===== src/rtl/cos_request_sequencer.sv =====
// Request sequencer for the cosine engine: queues angles in a small FIFO, runs one
// start/done transaction at a time and returns each result with its angle on a valid/ready port.
module cos_request_sequencer #(
    parameter int unsigned Depth   = 4,    // power of 2, >= 2
    parameter int unsigned XW      = 10,
    parameter int unsigned FracW   = 8,
    parameter int unsigned Timeout = 255   // >= 1
) (
    input  logic                       clk_i,
    input  logic                       rst_ni,
    input  logic                       in_valid_i,
    output logic                       in_ready_o,
    input  logic [XW-1:0]              in_x_i,
    input  logic [7:0]                 y_cfg_i,
    output logic                       eng_start_o,
    output logic [XW-1:0]              eng_x_o,
    output logic [7:0]                 eng_y_o,
    input  logic [1:0]                 eng_intpart_i,
    input  logic [FracW-1:0]           eng_fracpart_i,
    input  logic                       eng_done_i,
    output logic                       out_valid_o,
    input  logic                       out_ready_i,
    output logic [XW-1:0]              out_x_o,
    output logic [1:0]                 out_int_o,
    output logic [FracW-1:0]           out_frac_o,
    output logic                       out_timeout_o,
    output logic                       busy_o,
    output logic [$clog2(Depth):0]     level_o
);

    localparam int unsigned PtrW   = $clog2(Depth);
    localparam int unsigned TimerW = $clog2(Timeout + 1);
    localparam logic [PtrW:0]     Full      = (PtrW + 1)'(Depth);
    localparam logic [TimerW-1:0] TimerLast = TimerW'(Timeout - 1);

    typedef enum logic [1:0] {StIdle, StIssue, StWait, StHold} state_e;

    state_e state_q, state_d;

    logic [XW-1:0]     mem_q [Depth];
    logic [PtrW-1:0]   wr_ptr_q, wr_ptr_d, rd_ptr_q, rd_ptr_d;
    logic [PtrW:0]     count_q, count_d;
    logic [XW-1:0]     eng_x_q, eng_x_d;
    logic [7:0]        eng_y_q, eng_y_d;
    logic [TimerW-1:0] timer_q, timer_d;
    logic [XW-1:0]     out_x_q, out_x_d;
    logic [1:0]        out_int_q, out_int_d;
    logic [FracW-1:0]  out_frac_q, out_frac_d;
    logic              out_timeout_q, out_timeout_d;

    logic push, pop, timer_expired;

    assign in_ready_o    = (count_q != Full);
    assign push          = in_valid_i & in_ready_o;
    assign pop           = (state_q == StIdle) && (count_q != '0);
    // Timer holds the number of completed WAIT cycles, so expiry lands on WAIT cycle Timeout.
    assign timer_expired = (timer_q == TimerLast);

    // State register
    always_ff @(posedge clk_i or negedge rst_ni) begin
        if (!rst_ni) begin
            state_q <= StIdle;
        end else begin
            state_q <= state_d;
        end
    end

    // Next-state logic
    always_comb begin
        state_d = state_q;
        unique case (state_q)
            StIdle:  if (count_q != '0) state_d = StIssue;
            StIssue: state_d = StWait;
            StWait:  if (eng_done_i || timer_expired) state_d = StHold;
            StHold:  if (out_ready_i) state_d = StIdle;
            default: state_d = StIdle;
        endcase
    end

    // Output logic
    always_comb begin
        eng_start_o = (state_q == StIssue);
        out_valid_o = (state_q == StHold);
        busy_o      = (state_q != StIdle);
    end

    // FIFO storage carries no reset; occupancy is governed by the pointers and count.
    always_ff @(posedge clk_i) begin
        if (push) begin
            mem_q[wr_ptr_q] <= in_x_i;
        end
    end

    always_comb begin
        wr_ptr_d = push ? wr_ptr_q + 1'b1 : wr_ptr_q;
        rd_ptr_d = pop ? rd_ptr_q + 1'b1 : rd_ptr_q;
        count_d  = count_q;
        if (push && !pop) begin
            count_d = count_q + 1'b1;
        end else if (pop && !push) begin
            count_d = count_q - 1'b1;
        end

        eng_x_d = eng_x_q;
        eng_y_d = eng_y_q;
        if (pop) begin
            eng_x_d = mem_q[rd_ptr_q];
            eng_y_d = y_cfg_i;
        end

        timer_d = timer_q;
        if (state_q == StIssue) begin
            timer_d = '0;
        end else if (state_q == StWait) begin
            timer_d = timer_q + 1'b1;
        end

        out_x_d       = out_x_q;
        out_int_d     = out_int_q;
        out_frac_d    = out_frac_q;
        out_timeout_d = out_timeout_q;
        if (state_q == StWait) begin
            // A late done still beats the timeout in the same cycle.
            if (eng_done_i) begin
                out_x_d       = eng_x_q;
                out_int_d     = eng_intpart_i;
                out_frac_d    = eng_fracpart_i;
                out_timeout_d = 1'b0;
            end else if (timer_expired) begin
                out_x_d       = eng_x_q;
                out_int_d     = '0;
                out_frac_d    = '0;
                out_timeout_d = 1'b1;
            end
        end
    end

    always_ff @(posedge clk_i or negedge rst_ni) begin
        if (!rst_ni) begin
            wr_ptr_q      <= '0;
            rd_ptr_q      <= '0;
            count_q       <= '0;
            eng_x_q       <= '0;
            eng_y_q       <= '0;
            timer_q       <= '0;
            out_x_q       <= '0;
            out_int_q     <= '0;
            out_frac_q    <= '0;
            out_timeout_q <= 1'b0;
        end else begin
            wr_ptr_q      <= wr_ptr_d;
            rd_ptr_q      <= rd_ptr_d;
            count_q       <= count_d;
            eng_x_q       <= eng_x_d;
            eng_y_q       <= eng_y_d;
            timer_q       <= timer_d;
            out_x_q       <= out_x_d;
            out_int_q     <= out_int_d;
            out_frac_q    <= out_frac_d;
            out_timeout_q <= out_timeout_d;
        end
    end

    assign eng_x_o       = eng_x_q;
    assign eng_y_o       = eng_y_q;
    assign out_x_o       = out_x_q;
    assign out_int_o     = out_int_q;
    assign out_frac_o    = out_frac_q;
    assign out_timeout_o = out_timeout_q;
    assign level_o       = count_q;

endmodule


===== config.mk =====
export PLATFORM = sky130hd
export DESIGN_NAME = cos_request_sequencer
export DESIGN_NICKNAME = d
export VERILOG_FILES = /design/src/rtl/cos_request_sequencer.sv
export SDC_FILE = /design/constraint.sdc
export NUM_CORES = 1
export LEC_CHECK = 0
export ABC_AREA = 1
export CAP_MARGIN = 20
export CORE_UTILIZATION = 55
export CTS_CLUSTER_SIZE = 20
export DETAILED_ROUTE_END_ITERATION = 8
export PLACE_DENSITY = 0.86
export SYNTH_ARGS = -nofsm -noshare
export SYNTH_HDL_FRONTEND = slang
export SYNTH_SLANG_ARGS = --single-unit

===== constraint.sdc =====
create_clock -name clk_i -period 3.9 [get_ports clk_i]
set_input_delay 0.78 -clock clk_i [delete_from_list [all_inputs] [get_ports clk_i]]
set_output_delay 0.78 -clock clk_i [all_outputs]
set_load 0.005 [all_outputs]

==> reports/qor.csv <==
metric,value,unit
critical_path_class,reg2out,
yosysMostFrequentCell,sky130_fd_sc_hd__nand2_1,
synth.yosys.seq_area_share,63.5,%
fin_skew,0.0167,ns
cts.sinks,96,
run_status,completed,
peak_supply_drop,424,uV
proportion_of_netlist_area_held_by_the_largest_area_contributor,34.2,%
finalHoldViolations,0,
detail_route.first_pass.iterations,5,
gr-total-overflow,0,
critical_path_peak_fanout,4,
wl_per_cell,13.8,um
timing.slew.headroom,42.2,%
global_route_wire_length_before_repair,13.0,mm
cpMostUsedCell,sky130_fd_sc_hd__inv_1,
period_share,62.5,%
ctsHoldBuffers,0,
timing.critical_path.arrival,1.66,ns
timing.rr.start,state_q[0]$_DFFE_PN0P_,
largest_net_degree_at_the_start_of_global_routing,33,
die_width,88.3,um
num_antenna_cells,0,
synth_async_sr_flop_share,58.3,%
timing.critical_path.to_type,output pin,
core-area,7210,sq um
rows,31,
crit_buf_inv,3,
cts-root-to-sink-buffers,2,
antenna_violations_before_repair,0,
final_max_slew_viol_count,0,
timing.critical_path.depth,4,
initial_utilization,56.8,%
drive_gt1_share,9.96,%
crit_family,buffers and inverters,
worst_hold_path_type,in2async,
cts_tree,done,
areaGrowthSynthToFinish,24.7,%
power.density_cell_area,764,nW/um^2
cellLeakagePower,0.00226,uW
synth.top_cells.by_area,"sky130_fd_sc_hd__dfrtp_1 (34%), sky130_fd_sc_hd__edfxtp_1 (29%), sky130_fd_sc_hd__nand2_1 (9.2%)",
cts_repair_resize_count,0,
gp_routability_congestion,0.797,
count_of_routing_violations_after_the_opening_detailed_route_iteration,168,
number_of_flops_mapped_to_enable_cells_by_yosys,40,
vias_in_the_first_global_route,2799,
netlist_area,4100,sq um
yosys_warnings,0,
route.antenna.remaining_nets,0,
top_level_ports,79,
power.combinational.fraction,41.1,%
setup-tns-final,0,ns
critical_path.slowest_cell,sky130_fd_sc_hd__clkdlybuf4s50_1,
avg_vias_per_cell,4.92,
synth.ff_latch_count,96,
worst-endpoint-required,3.12,ns
cts.reportedPaths.clkPinSlew,0.10,ns
maxCapViolCount,0,
fin_cells,581,
synth_top_cells_by_count,"sky130_fd_sc_hd__nand2_1 (101), sky130_fd_sc_hd__nor2_1 (57), sky130_fd_sc_hd__dfrtp_1 (56), sky130_fd_sc_hd__edfxtp_1 (40), sky130_fd_sc_hd__inv_1 (39)",
number_of_endpoints_failing_setup_at_the_final_stage,0,
fin_crit,2.44,ns
synth.lib_cells_used.distinct,29,
cell_internal_pwr,2450,uW
switching_share,37.4,%
post-dp-hpwl,5.82,mm
share_seq_of_total_power,42.5,%
reg2reg_to,level_o[2]$_DFFE_PN0P_,
worstSkewPairLatency,0.37,ns
worst_margin_pin_slew,0.863,ns
die_h,88.3,um
numCtsBuffers,9,
detailroute.via_count,2856,
clock.fmax,410,MHz
ff2ff_path_depth,9,
cts_root_buf,sky130_fd_sc_hd__clkbuf_8,
synthDominantAreaCellType,sky130_fd_sc_hd__dfrtp_1,
synth.net_count,445,
critical_path.startpoint_type,flip-flop,
dieArea,7800,sq um
post_cts_buffers,0,
postSynth.topFlopCell,sky130_fd_sc_hd__dfrtp_1,
placed_insts,565,
syn-mean-instance-area,10.3,sq um
critical-path-max-stage-delay,0.51,ns
grt.total_usage,22.2,%
crit_chain,"inv_1, ha_1, inv_1, clkdlybuf4s50_1",
grt_setup_unrepaired,no,
drc_viols,0,
nets,522,
p_sw,1460,uW
syn_inst,400,
total_wire_length,8.00,mm
rrSetupSlack,1.67,ns
cts_htree_levels,3,
clock_power_share,16.4,%
buffer_ports.inserted,78,
==> metal layers <==
layer	global-route usage (%)	routed length (um)
met4	7.92	106
met2	35.9	3950
met1	29.8	3570
met5	0	0
met3	4.85	373
==> worst register-to-register path: stages (launching register included) <==
cell                      delay (ns)
sky130_fd_sc_hd__dfrtp_1        0.41
sky130_fd_sc_hd__inv_1          0.08
sky130_fd_sc_hd__ha_1           0.24
sky130_fd_sc_hd__nand2_1        0.32
sky130_fd_sc_hd__ha_1           0.22
sky130_fd_sc_hd__inv_1          0.06
sky130_fd_sc_hd__fa_1           0.38
sky130_fd_sc_hd__a21oi_1        0.14
sky130_fd_sc_hd__o21ai_0        0.11
sky130_fd_sc_hd__xor2_1         0.15
==> logic make-up (layout without fill, tap and decap cells) <==
| family | count (synthesis) | after routing | share of synthesized area (%) |
|---|---|---|---|
| mux | 1 | 1 | 0.275 |
| buf+inv | 54 | 136 | 6.01 |
| xor+xnor | 4 | 4 | 0.855 |
| compound gates | 52 | 52 | 7.45 |
| simple gates | 181 | 181 | 18.1 |
| flops | 96 | 96 | 63.5 |
| fa+ha+maj | 12 | 12 | 3.84 |
==> power groups by stage <==
stage               Combinational (uW)  Sequential, uW  Clock (uW)
floorplan                          972            1630           0
global placement                  1540            1650           0
detailed placement                1610            1680           0
CTS                               1630            1660         652
global route                      1810            1700         697
finish                            1610            1660         642
==> cells in the final DEF (no fill, tap or decap) <==
cell / count
sky130_fd_sc_hd__a21boi_0: 1
sky130_fd_sc_hd__a21oi_1: 4
sky130_fd_sc_hd__a21oi_2: 1
sky130_fd_sc_hd__buf_2: 1
sky130_fd_sc_hd__buf_4: 1
sky130_fd_sc_hd__clkbuf_8: 9
sky130_fd_sc_hd__clkdlybuf4s50_1: 77
sky130_fd_sc_hd__clkinv_1: 1
sky130_fd_sc_hd__clkinv_4: 1
sky130_fd_sc_hd__clkinv_8: 1
sky130_fd_sc_hd__dfrtp_1: 56
sky130_fd_sc_hd__edfxtp_1: 40
sky130_fd_sc_hd__fa_1: 1
sky130_fd_sc_hd__ha_1: 11
sky130_fd_sc_hd__inv_1: 39
sky130_fd_sc_hd__inv_2: 1
sky130_fd_sc_hd__inv_6: 2
sky130_fd_sc_hd__inv_8: 3
sky130_fd_sc_hd__mux2_2: 1
sky130_fd_sc_hd__nand2_1: 101
sky130_fd_sc_hd__nand2_2: 13
sky130_fd_sc_hd__nand2_4: 1
sky130_fd_sc_hd__nand3_1: 5
sky130_fd_sc_hd__nand3b_1: 1
sky130_fd_sc_hd__nor2_1: 57
sky130_fd_sc_hd__nor2_2: 1
sky130_fd_sc_hd__nor2_4: 1
sky130_fd_sc_hd__o21ai_0: 30
sky130_fd_sc_hd__o21ai_1: 5
sky130_fd_sc_hd__o21ai_2: 10
sky130_fd_sc_hd__o22ai_1: 1
sky130_fd_sc_hd__or2_2: 1
sky130_fd_sc_hd__xnor2_1: 1
sky130_fd_sc_hd__xor2_1: 3
==> final cells by class <==
cell class	instances	area, sq um
Fill cell	542	2100
Clock buffer	9	124
Clock inverter	7	76.3
Tap cell	99	124
Inverter	41	154
Timing Repair Buffer	79	783
Sequential cell	96	2600
Multi-Input combinational cell	250	1250
==> sequential cells by signal, indices dropped and copies added (netlist names) <==
register and count:
eng_y_o 8, rd_ptr_q 2, eng_x_o 10, mem_q 40, wr_ptr_q 2, out_timeout_o 1
out_frac_o 8, level_o 3, out_int_o 2, state_q 2, timer_q 8, out_x_o 10
==> how the worst max path moves through the flow <==
stage | end | slack [ns] | startpoint
3_3_place_gp | level_o[2]$_DFFE_PN0P_ | 1.28 | in_valid_i
3_5_place_dp | level_o[2]$_DFFE_PN0P_ | 1.22 | in_valid_i
4_1_cts | busy_o | 1.44 | state_q[0]$_DFFE_PN0P_
5_1_grt | busy_o | 1.37 | state_q[0]$_DFFE_PN0P_
2_1_floorplan | level_o[1]$_DFFE_PN0P_ | 1.86 | in_valid_i
6_report | busy_o | 1.46 | state_q[0]$_DFFE_PN0P_
==> through the flow <==
stage	util, %	hold WS, ns	power (uW)	worst slack (ns)	area (sq um)
global route	70.9	0.429	4210	1.37	5110
finish	70.9	0.401	3910	1.46	5110
detailed placement	68.1	0.464	3300	1.22	4910
floorplan	-	0.465	2600	1.86	4100
global placement	68.1	0.453	3190	1.28	4910
CTS	70.9	0.403	3940	1.44	5110
(Power assumes the default switching activity.)
